## src/rtl/fifo_sync_prog.sv

```systemverilog
// rtl/fifo_sync_prog.sv - single-clock FIFO with count, programmable flags and std/FWFT read
module fifo_sync_prog #(
    parameter int FIFO_WIDTH = 8,
    parameter int FIFO_DEPTH = 8,
    parameter int AF_THRESH  = 6,
    parameter int AE_THRESH  = 1,
    parameter bit FWFT       = 1'b0
) (
    input  logic                          clk,
    input  logic                          rst,
    input  logic                          wr_en,
    input  logic [FIFO_WIDTH-1:0]         d_in,
    input  logic                          rd_en,
    output logic [FIFO_WIDTH-1:0]         d_out,
    output logic                          full,
    output logic                          empty,
    output logic                          almost_full,
    output logic                          almost_empty,
    output logic [$clog2(FIFO_DEPTH):0]   count,
    output logic                          overflow,
    output logic                          underflow
);

    localparam int ADDR_W = $clog2(FIFO_DEPTH);
    localparam int CNT_W  = ADDR_W + 1;

    // Reject illegal configurations at elaboration.
    if ((FIFO_DEPTH < 2) || ((1 << ADDR_W) != FIFO_DEPTH)) begin : g_bad_depth
        $error("fifo_sync_prog: FIFO_DEPTH must be a power of 2 and >= 2");
    end
    if ((AF_THRESH < 1) || (AF_THRESH > FIFO_DEPTH)) begin : g_bad_af
        $error("fifo_sync_prog: AF_THRESH must be in 1..FIFO_DEPTH");
    end
    if ((AE_THRESH < 0) || (AE_THRESH > FIFO_DEPTH - 1)) begin : g_bad_ae
        $error("fifo_sync_prog: AE_THRESH must be in 0..FIFO_DEPTH-1");
    end

    logic [FIFO_WIDTH-1:0] mem [FIFO_DEPTH];

    logic [ADDR_W-1:0]     wr_ptr_q, wr_ptr_d;
    logic [ADDR_W-1:0]     rd_ptr_q, rd_ptr_d;
    logic [CNT_W-1:0]      count_q,  count_d;
    logic                  full_q, empty_q, af_q, ae_q;
    logic                  ovf_q, udf_q;
    logic [FIFO_WIDTH-1:0] dout_q;
    logic                  wr_acc, rd_acc;

    // Acceptance from pre-edge state; a full FIFO still takes a write when a read frees a slot.
    always_comb begin
        wr_acc   = wr_en && (!full_q || rd_en);
        rd_acc   = rd_en && !empty_q;
        wr_ptr_d = wr_acc ? wr_ptr_q + ADDR_W'(1) : wr_ptr_q;
        rd_ptr_d = rd_acc ? rd_ptr_q + ADDR_W'(1) : rd_ptr_q;
        count_d  = count_q + CNT_W'(wr_acc) - CNT_W'(rd_acc);
    end

    // Storage array; contents deliberately survive reset.
    always_ff @(posedge clk) begin
        if (wr_acc && !rst) begin
            mem[wr_ptr_q] <= d_in;
        end
    end

    // Pointers, occupancy, flags registered from next count, and rejection pulses.
    always_ff @(posedge clk) begin
        if (rst) begin
            wr_ptr_q <= '0;
            rd_ptr_q <= '0;
            count_q  <= '0;
            full_q   <= 1'b0;
            empty_q  <= 1'b1;
            af_q     <= 1'b0;
            ae_q     <= 1'b1;
            ovf_q    <= 1'b0;
            udf_q    <= 1'b0;
        end else begin
            wr_ptr_q <= wr_ptr_d;
            rd_ptr_q <= rd_ptr_d;
            count_q  <= count_d;
            full_q   <= (count_d == CNT_W'(FIFO_DEPTH));
            empty_q  <= (count_d == '0);
            af_q     <= (count_d >= CNT_W'(AF_THRESH));
            ae_q     <= (count_d <= CNT_W'(AE_THRESH));
            ovf_q    <= wr_en && !wr_acc;
            udf_q    <= rd_en && !rd_acc;
        end
    end

    // Standard-mode output register: loads the head word on an accepted read, holds otherwise.
    always_ff @(posedge clk) begin
        if (rst) begin
            dout_q <= '0;
        end else if (rd_acc) begin
            dout_q <= mem[rd_ptr_q];
        end
    end

    assign d_out        = FWFT ? mem[rd_ptr_q] : dout_q;
    assign full         = full_q;
    assign empty        = empty_q;
    assign almost_full  = af_q;
    assign almost_empty = ae_q;
    assign count        = count_q;
    assign overflow     = ovf_q;
    assign underflow    = udf_q;

endmodule

```

## config.mk

```make
export PLATFORM = sky130hd
export DESIGN_NAME = fifo_sync_prog
export DESIGN_NICKNAME = d
export VERILOG_FILES = /design/src/rtl/fifo_sync_prog.sv
export SDC_FILE = /design/constraint.sdc
export NUM_CORES = 1
export LEC_CHECK = 0
export ABC_AREA = 1
export CAP_MARGIN = 5
export CORE_MARGIN = 4
export CORE_UTILIZATION = 29
export CTS_CLUSTER_SIZE = 10
export DETAILED_ROUTE_END_ITERATION = 7
export PLACE_DENSITY = 0.43
export SLEW_MARGIN = 0
export SYNTH_ARGS = -nofsm -noshare
export SYNTH_HDL_FRONTEND = slang
export SYNTH_SLANG_ARGS = --single-unit
```

## constraint.sdc

```tcl
create_clock -name clk -period 3 [get_ports clk]
set_clock_uncertainty 0.05 [all_clocks]
set_input_delay 0.45 -clock clk [delete_from_list [all_inputs] [get_ports clk]]
set_output_delay 0.45 -clock clk [all_outputs]
set_load 0.005 [all_outputs]
```

==> results.cfg, run 1 <==
[outcome]
outcome = completed

[worst_hold_path]
hold_class = register to register
worstHoldStart = empty
hold-path-cell-count = 2
hold_end = underflow

[synthesis]
ys_seq_elements = 88
synth_async_sr_flop_share_pct = 0
synth_nets = 404
netlist_area_um2 = 3800
synth_common_cells = nand2_1, inv_1, edfxtp_1, nand3_1, dfxtp_1
synth_area_leader_cell = edfxtp_1
ys_types = 22
synth_ff_type = edfxtp_1
synth.most_common_cell = nand2_1
avgSynthCellArea_um2 = 9.88
synth.top_cell.area_share_pct = 50.5
synth_cells = 385
synth-edff-count = 64
synthTopCellsByArea = edfxtp_1, dfxtp_1, nand2_1, inv_1, nand3_1
synth_warnings = 0
seq_area_frac_synth_pct = 63.1

[clock_tree]
htree_levels = 3
postCtsSetupRepairBufs = 0
ctsResizeCount = 0
cts_buffers = 9
cts_tree = yes
clock_sinks = 88
clockRootBuffer = clkbuf_16
clock_path_buffers = 2
hold_buffers = 0
clock_latency_ps = 350
clk_pin_slew_ps = 60

[pwr]
p_leak_nw = 1.96
internal_power_mw = 2.44
power_frac_seq_pct = 42.8
ir_drop_v = 0.000323
switching_share_pct = 30.2
p_comb_share_pct = 25.1
power.share.clock_pct = 32.1
p_per_area_nw_per_um2 = 757
p_sw_mw = 1.06

[grt]
grtUsageTotal_pct = 12.9
grt_pass1_wl_mm = 13.9
antenna_found_initial = 0
grt_pass1_vias = 2516
grt_max_degree = 35
grt_overflow = 0

[sta]
fmax_mhz = 413
slew_headroom_pct = 62.1
fin_crit_sh_pct = 80.7
tightest_slew_ps = 567
setup_viol = 0
hold_viol = 0
fin_setup_tns_ps = 0
slew_viol_final = 0
rsz0062_at_grt = false
period_minus_slack_ps = 2420

[cells_and_area]
finalNonFillerCells = 604
post-route-util_pct = 36.3
nets = 446
n_antenna_cell = 0
area_delta_synth_final_pct = 21.3
drive_above_1_share_pct = 9.26
final_area_um2 = 4610

[detailed_routing]
drc = 0
viasPerCell = 4.25
drt_iter0_markers = 108
wl_per_cell_um = 14.3
routed_wl_mm = 8.64
postRouteAntennaNets = 0
num_vias = 2568
firstDrtPassIters = 4

[critical_path]
timing.rr.end = almost_empty
start_kind = primary input
path_buf_inv = 4
crit_fanout = 5
critPathCaptureType = register
r2r-start = empty
rrSetupSlack_ps = 840
worstPathArrival_ps = 2650
ff2ff_path_depth = 11
cp_top_family = adder cells
path_class = primary input to register
worstPathRequired_ps = 3230
cpPeakStageDelay_ps = 500
crit_slowest_cell = clkdlybuf4s50_1
crit_path_cell_trace = clkdlybuf4s50_1 > inv_1 > nand2_1 > nand2_1 > ha_1 > inv_1 > ha_1 > inv_1 > fa_1 > xor2_1 > nand2_1 > o21ai_0

[placed_design]
dp_hpwl_mm = 5.35
dp_cells = 588
place_area_um2 = 4320
port_buffers = 29
place.gp.congestion = 0.766

[floorplan]
rows = 41
dieHeight_um = 123
start_util_pct = 29.9
fp.dieW_um = 123
ios = 30
dieArea_um2 = 15000
coreArea_um2 = 12700

[job]
drv_cap = 0
==> stage by stage <==
step           total power, mW  setup slack, ps  hold slack [ps]
5_1_grt                   3.73              399              449
3_5_place_dp              2.41              220              423
6_report                  3.49              580              428
4_1_cts                   3.55              582              438
2_1_floorplan             2.09              661              409
3_3_place_gp              2.41              263              432
==> final cells by class <==
| cell class | instances | area [um^2] |
|---|---|---|
| Tap cell | 172 | 215 |
| Multi-Input combinational cell | 200 | 977 |
| Fill cell | 1343 | 8110 |
| Inverter | 84 | 320 |
| Sequential cell | 88 | 2400 |
| Timing Repair Buffer | 44 | 403 |
| Clock inverter | 7 | 71.3 |
| Clock buffer | 9 | 225 |
==> how the worst max path moves through the flow <==
| stage | from | end | slack [ps] | depth (start not counted) |
|---|---|---|---|---|
| 6_report | rd_en | almost_empty | 580 | 12 |
| 5_1_grt | rd_en | almost_empty | 400 | 12 |
| 4_1_cts | rd_en | almost_empty | 580 | 12 |
| 3_5_place_dp | rd_en | almost_empty | 220 | 12 |
| 3_3_place_gp | rd_en | almost_empty | 260 | 12 |
| 2_1_floorplan | rd_en | almost_empty | 660 | 11 |
==> cells in the final DEF (no fill, tap or decap), types with 2 or more instances in the layout <==
cell type        netlist  final
clkdlybuf4s50_1        0     29
nor2_1                15     15
clkbuf_16              0      9
nand3_1               52     52
o21ai_0               15     15
nand2_1               89     89
ha_1                   6      6
inv_1                 80     80
inv_4                  2      2
nor3_1                 2      2
a21oi_2                8      8
clkinv_4               0      2
a21oi_1                6      6
xor2_1                 2      2
clkinv_1               2      4
buf_4                  1     15
edfxtp_1              64     64
dfxtp_1               24     24
==> routing by layer <==
layer  share of wire (%)  wire length, um  vias up  global-route usage [%]
li1                    -                -     1316                       -
met2                  49             4220       37                    21.6
met5                   0                0        -                       0
met1                  46             3950     1205                    15.5
met4                 1.1               96        0                    4.20
met3                 4.4              378       10                    4.47
==> tightest hold or removal path, stage by stage (launching register included) <==
cell,delay [ps]
dfxtp_1,310
inv_1,70
nor3_1,50
==> power by group through the flow <==
stage          logic [mW]  clock network, mW  registers, mW
2_1_floorplan       0.583                  0           1.51
3_3_place_gp        0.885                  0           1.53
3_5_place_dp        0.889                  0           1.52
4_1_cts             0.893               1.15           1.50
5_1_grt              1.00               1.22           1.51
6_report            0.877               1.12           1.49
==> state kept, by name, summed over array words and instances (netlist names) <==
register / flops
overflow: 1
underflow: 1
rd_ptr_q: 3
almost_full: 1
count: 4
wr_ptr_q: 3
almost_empty: 1
mem: 64
d_out: 8
full: 1
empty: 1
==> cells by family (layout without fill, tap and decap cells) <==
kind of cell	after synthesis	in the layout	share of synthesized area, %
and+or+nand+nor	161	161	17.9
buffers and inverters	97	144	11.2
DFF	88	88	63.1
AOI/OAI and AO/OA	29	29	4.60
adders and majority gates	7	7	2.50
xor gates and xnor gates	3	3	0.691
No activity file was read; power rests on OpenSTA's default activity.
==> run 2, diff against run 1 <==
--- a/config.mk
+++ b/config.mk
@@ -11,7 +11,7 @@
 export CORE_UTILIZATION = 29
 export CTS_CLUSTER_SIZE = 10
 export DETAILED_ROUTE_END_ITERATION = 7
-export PLACE_DENSITY = 0.43
+export PLACE_DENSITY = 0.45
 export SLEW_MARGIN = 0
 export SYNTH_ARGS = -nofsm -noshare
 export SYNTH_HDL_FRONTEND = slang
==> constraint.sdc (replaced) <==
create_clock -name clk -period 2.1 [get_ports clk]
set_clock_uncertainty 0.05 [all_clocks]
set_input_delay 0.315 -clock clk [delete_from_list [all_inputs] [get_ports clk]]
set_output_delay 0.315 -clock clk [all_outputs]
set_load 0.005 [all_outputs]
==> results.cfg, run 2 (synthesis results as in run 1) <==
[critical_path]
critPathCaptureType = register
start_kind = register
rrSetupSlack_ps = 120
worstPathRequired_ps = 2340
crit_fanout = 4
path_class = register to register
worstPathArrival_ps = 2210

[clock_tree]
clockRootBuffer = clkbuf_16
clock_latency_ps = 340
clk_pin_slew_ps = 60
cts_buffers = 9
cts_tree = yes
htree_levels = 3
hold_buffers = 0
clock_path_buffers = 2
clock_sinks = 88

[job]
drv_cap = 0

[sta]
hold_viol = 0
slew_viol_final = 0
hold_ws_ps = 204
rsz0062_at_grt = false
setup_viol = 0
fin_crit_sh_pct = 94.1
slew_headroom_pct = 73.6
fmax_mhz = 506
tightest_slew_ps = 396
period_minus_slack_ps = 1980
setup_slack_ps = 123

[cells_and_area]
n_antenna_cell = 0
largest_register = mem
post-route-util_pct = 37.3
final_common_cell = nand2_1
area_delta_synth_final_pct = 24.7
final_area_um2 = 4750
final_cell_mix = nand2_1, inv_1, edfxtp_1, nand3_1, clkdlybuf4s50_1
largest_register_ffs = 64
nets = 457
drive_above_1_share_pct = 14.9

[placed_design]
place.gp.congestion = 0.766
port_buffers = 29
place_area_um2 = 4410
dp_hpwl_mm = 5.42
place_ws_ps = -462

[grt]
grt_pass1_vias = 2521
antenna_found_initial = 0
grtUsageTotal_pct = 12.5
grt_overflow = 0
grt_pass1_wl_mm = 13.7
grt_max_degree = 35

[outcome]
outcome = completed

[detailed_routing]
routed_wl_mm = 8.45
postRouteAntennaNets = 0
firstDrtPassIters = 6
drc = 0
num_vias = 2617
wl_per_cell_um = 13.7
viasPerCell = 4.26
drt_iter0_markers = 136

[pwr]
p_per_area_nw_per_um2 = 1080
p_leak_nw = 2.03
ir_drop_v = 0.000551

[floorplan]
start_util_pct = 29.9
ios = 30
fp.dieW_um = 123
dieArea_um2 = 15000
coreArea_um2 = 12700
dieHeight_um = 123
rows = 41

[worst_hold_path]
hold_class = primary input to register
[run 2: stage by stage]
| step | std cells | power (mW) | setup TNS (ps) |
|---|---|---|---|
| finish | 615 | 5.12 | 0 |
| global route | 615 | 5.49 | 0 |
| CTS | 613 | 5.12 | 0 |
| detailed placement | 597 | 3.50 | -3400 |
| global placement | 597 | 3.49 | -4170 |
| floorplan | 385 | 3.03 | -0.622 |
[run 2: power by group]
group	internal [mW]	switching [mW]
Sequential	2.03	0.0977
Combinational	0.620	0.783
Clock	0.928	0.668
[run 2: metal layers]
layer  track usage [%]  vias to the layer above  share of wire [%]  wire length [um]
li1                  -                     1329                  -                 -
met1              15.9                     1232                 45              3830
met2              20.4                       46                 49              4150
met3              4.06                       10                4.5               379
met4              3.85                        0                1.2                99
met5                 0                        -                  0                 0
[run 2: timing repair]
item                                    in CTS  in global routing
gates cloned                                 0                  0
gates resized for setup                      4                  8
pin swaps                                    2                  5
endpoints found under the setup margin       4                  4
buffers inserted                             0                  2
[run 2: layout make-up]
class,instances,area [um^2]
Timing Repair Buffer,55,487
Tap cell,172,215
Clock inverter,6,68.8
Fill cell,1316,7980
Multi-Input combinational cell,200,1020
Inverter,84,325
Clock buffer,10,229
Sequential cell,88,2400
[run 2: path summary, 6_finish.rpt]
path	start	end	cells past startpoint
max reg2reg	full	empty	11
max	full	empty	11
min	wr_en	overflow	3
min reg2reg	empty	underflow	2
[run 2: critical path, cell delays in order, from the launching register on]
cell     delay (ps)
dfxtp_1         350
nand2_2          70
nand2_2         100
ha_4            210
inv_1            50
ha_2            170
inv_2            40
fa_2            580
inv_2            40
nor2_2           90
nand4_1          80
nand2_1          80
